**src/rtl/gcdlcm_w_if.sv**
```systemverilog
// Request/result bundle for the iterative GCD/LCM engine.
// The master drives the operands and start; the slave returns busy, ready_n and result.
interface gcdlcm_w_if #(
    parameter int W = 32
);
    logic           start;
    logic           mode;
    logic [W-1:0]   ina;
    logic [W-1:0]   inb;
    logic           busy;
    logic           ready_n;
    logic [2*W-1:0] result;

    modport master (
        output start, mode, ina, inb,
        input  busy, ready_n, result
    );

    modport slave (
        input  start, mode, ina, inb,
        output busy, ready_n, result
    );
endinterface

```
**src/rtl/gcdlcm_w.sv**
```systemverilog
// Iterative GCD (binary, Stein) with an optional LCM = (a0 / g) * b0 tail.
// The tail is a restoring divide followed by a shift-add multiply, one bit per cycle.
module gcdlcm_w #(
    parameter int W = 32
) (
    input  logic       clk,
    input  logic       rst_n,
    gcdlcm_w_if.slave  bus
);
    localparam int KW = $clog2(W + 1);
    localparam logic [KW-1:0] CNT_LAST = KW'(W - 1);

    typedef enum logic [2:0] {IDLE, GCD, DIV, MUL, DONE} state_t;

    state_t         state, state_n;
    logic [W-1:0]   a, b, a0, b0;
    logic [KW-1:0]  k, cnt;
    logic           mode_r;
    logic [2*W-1:0] result_r;

    logic [W-1:0]   g, q, r;
    logic [2*W-1:0] acc, mcand;

    logic           gcd_term, lcm_zero, r_ge, cnt_last;
    logic [W-1:0]   g_val, r_next, r_diff;
    logic [W:0]     r_sh;
    logic [2*W-1:0] acc_next;

    assign gcd_term = (a == '0) || (b == '0);
    assign g_val    = (a == '0) ? (b << k) : (a << k);
    assign lcm_zero = (g_val == '0) || (a0 == '0) || (b0 == '0);
    assign cnt_last = (cnt == CNT_LAST);

    // Restoring divide: bring in the next dividend bit, subtract g if it fits.
    // The true difference is below g, so the low W bits of the modular subtract are exact.
    assign r_sh     = {r, q[W-1]};
    assign r_ge     = (r_sh >= {1'b0, g});
    assign r_diff   = r_sh[W-1:0] - g;
    assign r_next   = r_ge ? r_diff : r_sh[W-1:0];
    assign acc_next = acc + (q[0] ? mcand : '0);

    assign bus.busy    = (state == GCD) || (state == DIV) || (state == MUL);
    assign bus.ready_n = (state != DONE);
    assign bus.result  = result_r;

    always_ff @(posedge clk) begin
        if (!rst_n) state <= IDLE;
        else        state <= state_n;
    end

    always_comb begin
        state_n = state;
        case (state)
            IDLE, DONE: if (bus.start) state_n = GCD;
            GCD: if (gcd_term) state_n = (!mode_r || lcm_zero) ? DONE : DIV;
            DIV: if (cnt_last) state_n = MUL;
            MUL: if (cnt_last) state_n = DONE;
            default: state_n = IDLE;
        endcase
    end

    always_ff @(posedge clk) begin
        if (!rst_n) begin
            a        <= '0;
            b        <= '0;
            a0       <= '0;
            b0       <= '0;
            k        <= '0;
            cnt      <= '0;
            mode_r   <= 1'b0;
            result_r <= '0;
        end else begin
            case (state)
                IDLE, DONE: begin
                    if (bus.start) begin
                        a0     <= bus.ina;
                        b0     <= bus.inb;
                        mode_r <= bus.mode;
                        a      <= bus.ina;
                        b      <= bus.inb;
                        k      <= '0;
                    end
                end
                GCD: begin
                    if (gcd_term) begin
                        cnt <= '0;
                        if (!mode_r)       result_r <= {{W{1'b0}}, g_val};
                        else if (lcm_zero) result_r <= '0;
                    end else if (!a[0] && !b[0]) begin
                        a <= a >> 1;
                        b <= b >> 1;
                        k <= k + KW'(1);
                    end else if (!a[0]) begin
                        a <= a >> 1;
                    end else if (!b[0]) begin
                        b <= b >> 1;
                    end else if (a >= b) begin
                        a <= (a - b) >> 1;
                    end else begin
                        b <= (b - a) >> 1;
                    end
                end
                DIV: cnt <= cnt_last ? '0 : cnt + KW'(1);
                MUL: begin
                    cnt <= cnt_last ? '0 : cnt + KW'(1);
                    if (cnt_last) result_r <= acc_next;
                end
                default: ;
            endcase
        end
    end

    // Divide/multiply datapath carries no reset; it is always initialised on entry to DIV/MUL.
    always_ff @(posedge clk) begin
        case (state)
            GCD: begin
                if (gcd_term) begin
                    g <= g_val;
                    q <= a0;
                    r <= '0;
                end
            end
            DIV: begin
                q <= {q[W-2:0], r_ge};
                r <= r_next;
                if (cnt_last) begin
                    acc   <= '0;
                    mcand <= {{W{1'b0}}, b0};
                end
            end
            MUL: begin
                acc   <= acc_next;
                mcand <= mcand << 1;
                q     <= q >> 1;
            end
            default: ;
        endcase
    end
endmodule
```
**src/flat_wrapper.sv**
```systemverilog
// flat-port wrapper written by rule: the top's interface ports become plain ports
module gcdlcm_w_flat 
#(
    parameter int W = 32
)
  (clk, rst_n, bus_start, bus_mode, bus_ina, bus_inb, bus_busy, bus_ready_n, bus_result);
  gcdlcm_w_if #(.W(W)) bus_i ();
  input  logic clk;
  input  logic rst_n;
  input wire logic [$bits(bus_i.start)-1:0] bus_start;
  input wire logic [$bits(bus_i.mode)-1:0] bus_mode;
  input wire logic [$bits(bus_i.ina)-1:0] bus_ina;
  input wire logic [$bits(bus_i.inb)-1:0] bus_inb;
  output wire logic [$bits(bus_i.busy)-1:0] bus_busy;
  output wire logic [$bits(bus_i.ready_n)-1:0] bus_ready_n;
  output wire logic [$bits(bus_i.result)-1:0] bus_result;
  assign bus_i.start = bus_start;
  assign bus_i.mode = bus_mode;
  assign bus_i.ina = bus_ina;
  assign bus_i.inb = bus_inb;
  assign bus_busy = bus_i.busy;
  assign bus_ready_n = bus_i.ready_n;
  assign bus_result = bus_i.result;
  gcdlcm_w #(.W(W)) u_core (.clk(clk), .rst_n(rst_n), .bus(bus_i));
endmodule
```
**config.mk**
```make
export PLATFORM = sky130hd
export DESIGN_NAME = gcdlcm_w_flat
export DESIGN_NICKNAME = d
export VERILOG_FILES = /design/src/rtl/gcdlcm_w_if.sv /design/src/rtl/gcdlcm_w.sv /design/src/flat_wrapper.sv
export SDC_FILE = /design/constraint.sdc
export NUM_CORES = 1
export LEC_CHECK = 0
export BUFFER_PORTS_ARGS = -buffer_cell sky130_fd_sc_hd__buf_2
export CORE_AREA = 5 5 298 300
export CTS_CLUSTER_DIAMETER = 120
export DETAILED_ROUTE_END_ITERATION = 8
export DIE_AREA = 0 0 303 305
export HOLD_SLACK_MARGIN = 0.02
export SLEW_MARGIN = 20
export SYNTH_ARGS = -nofsm -noshare
export SYNTH_HDL_FRONTEND = slang
export SYNTH_SLANG_ARGS = --single-unit
```
**constraint.sdc**
```tcl
create_clock -name clk -period 11.55 [get_ports clk]
set_clock_uncertainty 0.05 [all_clocks]
set_input_delay 1.155 -clock clk [delete_from_list [all_inputs] [get_ports clk]]
set_output_delay 1.155 -clock clk [all_outputs]
set_load 0.05 [all_outputs]
```
**Yosys cells after proc, flatten, opt, wreduce, memory -nomap -nowiden**

Index checks and enable logic that the tools add are counted.

- Output and inout port bits: 66
- Bits in registers: 432
- Word-level logic and storage cells: 123
- Input bits: 68

- Shifts and indexed selects: 2
- Eq/ne operators: 17
- Reduce and logical (&&, ||, !) cells: 37
- Magnitude comparators: 2
- Multiplexer cells: 43
- Add/sub/neg operators: 6

Operator list:

| operator | count |
|---|---|
| 32-bit 2-to-1 mux | 16 |
| 64-bit 2-to-1 mux | 7 |
| 64-bit case mux with 2 select lines | 3 |
| 32-bit case mux with 2 select lines | 3 |
| 32-bit logical NOT | 5 |
| 32-bit case mux with 3 select lines | 1 |
| 32-bit subtractor | 3 |
| 64-bit adder | 1 |
| 32-bit by 6-bit << shifter with 32-bit output | 2 |
| 33-bit by 32-bit >= comparator with 1-bit output | 1 |
| 32-bit >= comparator | 1 |
| 6-bit 2-to-1 mux | 5 |
| 6-bit case mux with 2 select lines | 2 |
| 4-bit AND reduction | 4 |
| 3-bit 2-to-1 mux | 5 |
| 6-bit by 1-bit adder with 6-bit output (second input constant) | 2 |
| 4-bit inequality test (second input constant) | 3 |
| 3-bit case mux with 4 select lines | 1 |
| 2-bit AND reduction | 6 |
| 5-bit AND reduction | 2 |
| 2-bit nonzero test | 5 |
| 3-bit by 2-bit equality test with 1-bit output (second input constant) | 2 |
| 6-bit by 5-bit equality test with 1-bit output (second input constant) | 1 |
| 1-bit logical OR | 6 |
| 12 further kinds | 20 |

**Longest topological paths before layout**

- Depth after elaboration: 9
- Mapped depth: 19
- Mapped depth without buffers: 16

**Worst setup path before layout**

No wires, ideal clock.

- Path type: register -> register
- From: reg u_core.state[0]
- To: reg u_core.acc[0], enable pin
- Stages on the path, launching flop included: 6
- Clock period less this slack: 7.230 ns
- Buffers on the path: 3
- Arrival time: 6.564 ns
- Setup slack: 4.320 ns
- Required time: 10.884 ns
- Library setup time: 0.616 ns
- Cell sequence: dfxtp_1 -> clkbuf_1 -> clkbuf_1 -> clkbuf_1 -> nor2_1 -> nor2_1

- Cells in the longest elaborated chain, start to end: 3
- Elaborated cells on any way between the ends: 5
- Classes of those cells: 3 x eq/ne; 2 x reduce/logical

Ends and longest elaborated chain:

| item | RTL line | text |
|---|---|---|
| from (decl) | gcdlcm_w.sv:15 | `state_t state, state_n;` |
| from (signal assigned) | gcdlcm_w.sv:48 | `else state <= state_n;` |
| 3-bit by 2-bit equality test with 1-bit output | gcdlcm_w.sv:115 | `case (state)` |
| 2-bit by 1-bit inequality test with 1-bit output (no source line) or 2-bit nonzero test (tied branches) | n/a |  |
| 2-bit AND reduction (no source line) * | n/a |  |
| to (signal assigned) | gcdlcm_w.sv:132 | `acc <= acc_next;` |
| to (decl) | gcdlcm_w.sv:22 | `logic [2*W-1:0] acc, mcand;` |

Mark *: on every way between the ends. The rest lies on a longest branch, timed or not.
A chain may end at the register's enable or synchronous reset.

**Worst setup path in the final report**

- From: reg u_core.k[1]
- To: reg u_core.result_r[1], in the netlist u_core.bus.result[1]

- Cells in the longest elaborated chain, start to end: 7
- Elaborated cells on any way between the ends: 11
- Classes of those cells: 1 x eq/ne; 2 x shift; 4 x mux; 4 x reduce/logical

Ends and longest elaborated chain:

| item | RTL line | text |
|---|---|---|
| from (decl) | gcdlcm_w.sv:17 | `logic [KW-1:0] k, cnt;` |
| from (signal assigned) | gcdlcm_w.sv:92 | `k <= k + KW'(1);` |
| 32-bit by 6-bit << shifter with 32-bit output | gcdlcm_w.sv:30 | `assign g_val = (a == '0) ? (b << k) : (a << k);` |
| 32-bit 2-to-1 mux * | gcdlcm_w.sv:30 |  |
| 32-bit logical NOT | gcdlcm_w.sv:31 | `assign lcm_zero = (g_val == '0) \|\| (a0 == '0) \|\| (b0 == '0);` |
| 1-bit logical OR (2 in a row) | gcdlcm_w.sv:31 |  |
| 3-bit inequality test (no source line) | n/a |  |
| 4-bit AND reduction (no source line) | n/a |  |
| to (signal assigned) | gcdlcm_w.sv:87 | `if (!mode_r) result_r <= {{W{1'b0}}, g_val};` |
| to (signal assigned) | gcdlcm_w.sv:106 | `if (cnt_last) result_r <= acc_next;` |
| to (decl) | gcdlcm_w.sv:19 | `logic [2*W-1:0] result_r;` |

Mark *: on every way between the ends. The rest lies on a longest branch, timed or not. The select of a mux whose other input is x is not followed.

==> summary.txt <==
Logic synthesis
  – Sequential area share after synthesis: 36.6%
  – EDFF count, synth: 224
  – Syn. warnings: 0
  – Post-Synth XOR/XNOR Area: 3.97%
  – Syn Inst Count: 3516
  – Compound-Gate Fraction of Synth Area: 22.3%
  – Most used flip-flop cell after synthesis: edfxtp_1
  – Post-synthesis simple-gate area fraction: 19.0%
  – Syn avg cell area: 8.46 um2
  – Count of cell types in the netlist: between 80 and 90
  – Mapped Area: 29800 um2
  – Synth Area in Adders: under 10%
  – Flip-flop and latch count after synthesis: between 400 and 500
  – Async SR Flop Fraction: 0%
  – Post-synthesis mux area share: 5.84%
  – Net Count, Synth: approximately 3800
  – Largest family of logic cells by synthesized area: compound AO/OA/AOI/OAI gates

Drt
  – Final WL: ~110000 um
  – Antenna viol nets, final: 0
  – DR pass1 iterations: 5
  – DR vias: around 27000
  – Drt initial violations: approximately 2600
  – Drt wl/cell: between 20 and 25 um
  – # DRC: 0
  – Vias per std cell: 5.75

Worst setup path
  – Crit path max-delay family: simple AND/OR/NAND/NOR gates
  – Worst Reg-to-Reg Cells: 14
  – R2R setup slack: between 5 and 6 ns
  – Critical path arrival: 6.27 ns
  – WS Path Type: flop to flop
  – CP max stage delay: 0.77 ns
  – Crit path cell chain: buf_4 > mux2_2 > a22oi_1 > o211ai_1 > a211oi_1 > nor2_1 > nor3_1 > or4b_1 > or3_1 > or4_4 > a21oi_4 > buf_6 > o221ai_1 > o211a_1
  – Crit. End Element: flop
  – R2r startpoint: u_core.k[1]$_SDFFE_PN0P_
  – Crit Path Max Fanout: 109
  – Critical path launch point type: flop
  – Worst path buffer plus inverter count: 2
  – Worst EP required: 12.01 ns
  – Critical R2R Capture: u_core.bus.result[1]$_SDFFE_PN0P_
  – Crit path max-delay cell type: buf_4

Die
  – Starting Density: 34.6%
  – I/O pins: 134
  – Core Rows: 108
  – CORE AREA: 85900 um2
  – Die height: 305 um
  – Die area: 92400 um2
  – Die width: 303 um

Clock network
  – Clk_lat worst skew: 0.61 ns
  – TritonCTS clock tree: yes
  – CTS Root Cell: clkbuf_16
  – Setup Buffers After CTS: 0
  – Num CTS Buffers: 52
  – Maximum clock path buffer count: 3
  – H-tree depth: 2
  – Clock slew seen by the registers of the worst setup and hold paths: 0.06 ns
  – # hold bufs at CTS: 0
  – Post_cts resized: 0
  – Number of clock sinks: 432

STA
  – Slew @ Worst Pin: 1.16 ns
  – Fin crit share: 50.4%
  – Slew Viols, Final: 0
  – WHS: 0.402 ns
  – Final setup viols: 0
  – RSZ-0062 raised after global routing: no
  – Final hold vios: 0
  – Slew HR: 22.4%
  – Achievable Freq: ~170 MHz
  – Final Critical Period: around 5.8 ns
  – Final setup TNS: 0 ns

Placement
  – I/O Buffers: 133
  – HPWL after detailed placement: 78400 um
  – RePlAce Congestion: 0.969

Run
  – Max_cap viols: 0

GRT
  – First-pass GRT wire length: 158000 um
  – Total grt overflow: 0
  – Largest net degree at the start of global routing: 110
  – Antenna violations before repair: 2
  – Number of global-route vias before repair: 25600
  – GRT Overall Usage: ~22%

Hold path
  – Hold Crit Depth: 2
  – Hold Path End: u_core.bus.result[34]$_SDFFE_PN0P_
  – Worst Hold Launch: u_core.bus.result[34]$_SDFFE_PN0P_
  – Type of the most critical hold path: flop to flop

Power
  – Max IR drop VDD: 0.107 mV
  – Leakage: 13.5 nW
  – PwrDens: roughly 140 nW/um2

Cells and area
  – P&R area growth vs syn: 11.5%
  – Share of layout cells above drive strength 1: between 9 and 10%
  – Commonest non-fill, non-tap cell in the layout: nand2_1
  – Final net count: 3754
  – Most frequent cells in the layout: nand2_1, nor2_1, a21oi_1

Run status
  – Run status: completed
## metal layers
metal	share of wire [%]	vias to the layer above	track usage, %
met1	45	13000	31.1
li1	-	12800	-
met5	0.0075	-	0
met4	4.5	2	8.53
met2	43	1070	32.5
met3	7.9	211	4.24
## worst register-to-register path: cells and delay by family (launching register included)
| kind | cells | cell delay (ns) |
|---|---|---|
| simple gates | 5 | 1.89 |
| compound gates | 6 | 1.49 |
| buf+inv | 2 | 1.39 |
| mux | 1 | 0.50 |
| flops | 1 | 0.42 |
## worst max-delay path by stage
stage / from / to / slack (ns) / cells past startpoint
finish: u_core.k[1]$_SDFFE_PN0P_ / u_core.bus.result[1]$_SDFFE_PN0P_ / 5.73 / 14
global route: u_core.k[1]$_SDFFE_PN0P_ / u_core.bus.result[1]$_SDFFE_PN0P_ / 5.50 / 14
CTS: u_core.k[1]$_SDFFE_PN0P_ / u_core.bus.result[1]$_SDFFE_PN0P_ / 5.55 / 14
detailed placement: u_core.k[1]$_SDFFE_PN0P_ / u_core.bus.result[1]$_SDFFE_PN0P_ / 5.55 / 14
global placement: u_core.k[1]$_SDFFE_PN0P_ / u_core.bus.result[2]$_SDFFE_PN0P_ / 5.72 / 14
floorplan: u_core.state[0]$_SDFFE_PN0P_ / u_core.acc[0]$_SDFFCE_PN0P_ / 4.32 / 5
## Yosys cell counts, drive strengths merged, types with 13 or more instances
| cell type | number | area, um2 |
|---|---|---|
| nand2 | 476 | 1790 |
| nor2 | 288 | 1080 |
| a21oi | 282 | 1420 |
| edfxtp | 224 | 6730 |
| o21ai | 214 | 1070 |
| dfxtp | 208 | 4160 |
| clkbuf | 181 | 679 |
| inv | 167 | 627 |
| ha | 162 | 2030 |
| mux2i | 118 | 1180 |
| xnor2 | 102 | 893 |
| a21o | 95 | 713 |
| and2 | 88 | 551 |
| nand3 | 70 | 355 |
| nor3 | 58 | 290 |
| a211oi | 57 | 478 |
| and3 | 53 | 332 |
| buf | 44 | 223 |
| nand4 | 39 | 244 |
| nor4 | 39 | 250 |
| nand2b | 36 | 225 |
| o211ai | 34 | 255 |
| o31ai | 33 | 248 |
| xor2 | 33 | 289 |
| a221oi | 31 | 272 |
| a31oi | 30 | 188 |
| o21bai | 29 | 218 |
| mux2 | 27 | 308 |
| a221o | 21 | 210 |
| nor2b | 19 | 119 |
| o221ai | 19 | 166 |
| o22ai | 19 | 119 |
| or3 | 17 | 106 |
| a2111oi | 16 | 140 |
| o21a | 16 | 120 |
| a31o | 13 | 114 |
## state kept, by name (all words and copies together) (netlist names)
register,count
u_core.state,3
u_core.b,32
u_core.b0,32
u_core.a0,32
u_core.q,32
u_core.acc,64
u_core.k,6
u_core.bus.result,64
u_core.a,32
u_core.cnt,6
u_core.r,32
u_core.mcand,64
u_core.g,32
u_core.mode_r,1
## power by group
group          internal (mW)  switching [mW]  total (mW)
Sequential              1.65          0.0867        1.74
Clock                   1.04           0.714        1.76
Combinational          0.374           0.683        1.06
## area by class of cell
cell class | instances | area [um2]
Fill cell | 8935 | 52800
Multi-Input combinational cell | 2692 | 17400
Sequential cell | 432 | 10900
Clock buffer | 73 | 1570
Tap cell | 1155 | 1450
Timing Repair Buffer | 175 | 987
Inverter | 167 | 629
Clock inverter | 24 | 254
Antenna cell | 1 | 2.50
## kinds of logic (layout without fill, tap and decap cells)
| group | count (synthesis) | count (layout) |
|---|---|---|
| AO/OA/AOI/OAI | 1012 | 1012 |
| adder cells (fa/ha/maj) | 166 | 166 |
| other | 0 | 1 |
| flip-flops | 432 | 432 |
| AND/OR/NAND/NOR | 1223 | 1223 |
| multiplexers | 156 | 156 |
| XOR/XNOR | 135 | 135 |
| buffers and inverters | 392 | 439 |
## metrics by stage
| step | instances | instance area [um2] | worst slack, ns | power, mW | utilization [%] |
|---|---|---|---|---|---|
| 6_report | 4719 | 33200 | 5.73 | 4.55 | 38.6 |
| 5_1_grt | 4718 | 33200 | 5.50 | 4.72 | 38.6 |
| 4_1_cts | 4718 | 33200 | 5.55 | 4.54 | 38.6 |
| 3_5_place_dp | 4621 | 31300 | 5.55 | 2.79 | 36.5 |
| 3_3_place_gp | 4621 | 31300 | 5.72 | 2.80 | 36.5 |
| 2_1_floorplan | 3516 | 29800 | 4.32 | 2.45 | - |
Power figures use the tool's default switching activity.
